### src/rtl/ahb_slave_if.sv
// AHB slave front end of the AHB-to-APB bridge: address/data pipeline, peripheral decode, response.
// Optional: define AHB_SLV_ERRRESP_EN for a one-cycle ERROR response to out-of-map transfers.
module ahb_slave_if (
  input  logic        Hclk,
  input  logic        Hresetn,
  input  logic        Hwrite,
  input  logic        Hreadyin,
  input  logic [1:0]  Htrans,
  input  logic [31:0] Haddr,
  input  logic [31:0] Hwdata,
  output logic        valid,
  output logic [31:0] Haddr1,
  output logic [31:0] Haddr2,
  output logic [31:0] Hwdata1,
  output logic [31:0] Hwdata2,
  output logic        Hwritereg,
  output logic [2:0]  tempselx,
  output logic [31:0] Hrdata,
  output logic [1:0]  Hresp
);

  logic in_map;
  logic active;

  // Map is 0x8000_0000..0x8BFF_FFFF: top nibble 8, bits [27:26] pick one of three 64 MB slots.
  assign in_map = (Haddr[31:28] == 4'h8) && (Haddr[27:26] != 2'b11);
  assign active = Hreadyin && Htrans[1];
  assign valid  = active && in_map;

  always_comb begin
    tempselx = 3'b000;
    if (Haddr[31:28] == 4'h8) begin
      case (Haddr[27:26])
        2'b00:   tempselx = 3'b001;
        2'b01:   tempselx = 3'b010;
        2'b10:   tempselx = 3'b100;
        default: tempselx = 3'b000;
      endcase
    end
  end

  always_ff @(posedge Hclk or posedge Hresetn) begin
    if (Hresetn) begin
      Haddr1    <= 32'h0;
      Haddr2    <= 32'h0;
      Hwdata1   <= 32'h0;
      Hwdata2   <= 32'h0;
      Hwritereg <= 1'b0;
    end else begin
      Haddr1    <= Haddr;
      Haddr2    <= Haddr1;
      Hwdata1   <= Hwdata;
      Hwdata2   <= Hwdata1;
      Hwritereg <= Hwrite;
    end
  end

  // APB read data is muxed onto the bus further up in the bridge.
  assign Hrdata = 32'h0;

`ifdef AHB_SLV_ERRRESP_EN
  logic err;

  always_ff @(posedge Hclk or posedge Hresetn) begin
    if (Hresetn) err <= 1'b0;
    else         err <= active && !in_map;
  end

  assign Hresp = err ? 2'b01 : 2'b00;
`else
  assign Hresp = 2'b00;
`endif

endmodule

### config.mk
export PLATFORM = sky130hd
export DESIGN_NAME = ahb_slave_if
export DESIGN_NICKNAME = d
export VERILOG_FILES = /design/src/rtl/ahb_slave_if.sv
export SDC_FILE = /design/constraint.sdc
export NUM_CORES = 1
export LEC_CHECK = 0
export ABC_AREA = 1
export CORE_ASPECT_RATIO = 0.7
export CORE_MARGIN = 4
export CORE_UTILIZATION = 38
export DETAILED_ROUTE_END_ITERATION = 12
export PLACE_DENSITY = 0.92
export SYNTH_ARGS = -nofsm -noshare
export SYNTH_HDL_FRONTEND = slang
export SYNTH_SLANG_ARGS = --single-unit
### constraint.sdc
create_clock -name Hclk -period 11.2 [get_ports Hclk]
set_input_delay 2.8 -clock Hclk [delete_from_list [all_inputs] [get_ports Hclk]]
set_output_delay 2.8 -clock Hclk [all_outputs]
set_load 0.005 [all_outputs]
==> results.toml <==
[outcome]
run_status = "complete, no violations"

[worst_setup_path]
critPathRequiredTime_ns = 8.40
worst-setup-path-type = "primary input to output pin"
timing.critical_path.cells = "clkdlybuf4s50_1 > inv_1 > nor2_2 > nand2_2 > nor2_1 > clkdlybuf4s50_1"
cpPeakStageDelay_ns = 0.51
crit_path_start_kind = "primary input"
crit_top_cell = "clkdlybuf4s50_1"
critical-path-slowest-cell = "clkdlybuf4s50_1"
crit_arrival_ns = 4.10
setup.worst_path.end_class = "output pin"
cp_max_fo = 4

[worst_hold_path]
hold_path_class = "flip-flop to flip-flop"

[clocking]
tritoncts.num_buffers = 17
cts_tree = "done"
clock-sinks = 129
cts_setup_buffers = 0
clkLatencyLatePin_ns = 0.40
clockRootBuffer = "clkbuf_16"
clock_path_buffers = 2
quantity_of_hold_fixing_buffers_added_after_cts = 0
post_cts_resized = 0
clk_pin_slew_ns = 0.06
htree_levels = 4

[finish]
multi_input_area_sq_um = 184
final_util = 0.682
seqCellArea_sq_um = 3230
final_cell_mix = "201 x clkdlybuf4s50_1, 129 x dfrtp_1, 34 x conb_1"
flow.area_growth_from_synthesis_pct = 74.5
antenna_cells_inserted = 0
layout.filler_cells = 614
finalNetCount = 472
final_layout_size_suffix_gt1_frac = 0.0867
layout.cells.most_common = "clkdlybuf4s50_1"

[synthesis]
synthesis.area_per_instance_sq_um = 19.6
ys_types = 8
yosysTopAreaCell = "dfrtp_1"
postSynthCellCount = 182
yosys-top-cells-area = "dfrtp_1 91%, buf_4 7.2%, nand2_1 0.63%, inv_1 0.53%, nor2_1 0.42%"
synth.cell_area_sq_um = 3560
synth_top_area_frac = 0.906
ys.warnings.count = 0
postSynthRegisterBits = 129
proportion_of_synthesized_chip_area_in_sequential_cells = 0.906

[placement]
pre_cts_slack_ns = 4.29
number_of_port_buffers = 201
place.gp.congestion = 0.757
post_dp_hpwl_microns = 6770

[timing]
timing_worst_slew_pin_value_ns = 0.903
clock_skew_ns = 0.00719
setup-violations-final = 0
minimum_setup_slack_in_the_final_design_ns = 4.30
timing.fmax_mhz = 145
worst_slew_margin_rel = 0.398
drv_slew = 0
rsz0062_at_grt = "false"
final.setup.tns_ns = 0
period_share = 0.616
fin_worst_hold_slack_ns = 0.369
min_period_ns = 6.90
timing.final.hold_violations = 0

[floorplanning]
row_count = 29
initial_core_util = 0.391
die_width_microns = 124
die-height_microns = 89.0
io_pins = 237
die_area_sq_um = 11000
coreArea_sq_um = 9110

[routing]
wirelength_met1_microns = 3050
met3_length_microns = 1160
topRoutingLayerUsed = "met4"
route.vias.total = 2110
post_drt_via_cell_ratio = 3.91
route.detailed.drc = 0
firstDrtPassIters = 4
drt.antenna.violating_nets = 0
postRouteWirelength_microns = 9110
detail_route.iter0.violations = 96
routed_wire_length_per_instance_microns = 16.9
detailroute.wirelength.met2_microns = 4850

[power_and_ir_drop]
max-vdd-ir-drop_mv = 0.103
static-leakage-power_nw = 2.75
fin_total_pwr_mw = 1.15
power-per-cell-area_nw_per_um2 = 185

[global_routing]
grt-ovfl-total = 0
grt_usage = 0.168
grt_pass1_wl_microns = 13400
grt_start_max_net_pins = 77
vias_in_the_first_global_route = 2420
antenna_found_initial = 0

[job]
maxCapViolations = 0
-- cells in the mapped netlist --
master,count
buf_4,34
conb_1,1
dfrtp_1,129
inv_1,5
nand2_1,6
nand2_2,1
nor2_1,4
nor2_2,2
-- where the power goes --
| part | leakage, nW | internal [mW] | switching, mW |
|---|---|---|---|
| registers | 1.50 | 0.490 | 0.0107 |
| logic | 0.950 | 0.0605 | 0.0305 |
| clock network | 0.301 | 0.354 | 0.204 |
| total | 2.75 | 0.905 | 0.246 |
-- cells by family (layout without fill, tap and decap cells) --
| group | after synthesis | after routing | share of synthesized area |
|---|---|---|---|
| and+or+nand+nor | 13 | 13 | 0.0158 |
| DFF | 129 | 129 | 0.906 |
| other | 1 | 34 | 0.00105 |
| buffers and inverters | 39 | 239 | 0.0769 |
-- stage by stage --
| stage | std cells | instance area (sq um) |
|---|---|---|
| after global routing | 539 | 6210 |
| after detailed placement | 507 | 5610 |
| after floorplan | 215 | 3690 |
| after global placement | 507 | 5610 |
| final | 539 | 6210 |
| after CTS | 539 | 6210 |
-- layer usage --
layer / GRT usage / vias to the layer above
met5: 0 / -
met4: 0.0412 / 0
met3: 0.101 / 4
met2: 0.294 / 138
met1: 0.173 / 1027
li1: - / 941
-- critical path: cells and delay by family --
family / cells / cell delay [ns]
simple gates: 3 / 0.25
buf+inv: 3 / 1.04
-- registers in the layout, indices dropped and copies added (netlist names) --
register   count
Hwritereg      1
Haddr2        32
Haddr1        32
Hwdata2       32
Hwdata1       32
-- final timing paths --
path / to / from / depth (start not counted) / slack [ns]
min reg2reg: Hwdata2[17] / Hwdata1[17] / 0 / 0.37
min: Hwdata2[17] / Hwdata1[17] / 0 / 0.37
max reg2reg: Haddr2[26] / Haddr1[26] / 0 / 10.67
max: tempselx[0] / Haddr[31] / 6 / 4.30
min in group asynchronous: Hwdata2[3] / Hresetn / 2 / 2.84
max in group asynchronous: Hwdata2[12] / Hresetn / 3 / 6.99
-- final cells by class --
cell class / count / area share
clock inverter: 14 / 0.0286
timing repair buffer: 202 / 0.325
tap: 124 / 0.0250
clock buffer: 18 / 0.0691
inverter: 5 / 0.00342
multi-input combinational: 47 / 0.0296
sequential: 129 / 0.519
(Power assumes the default switching activity.)
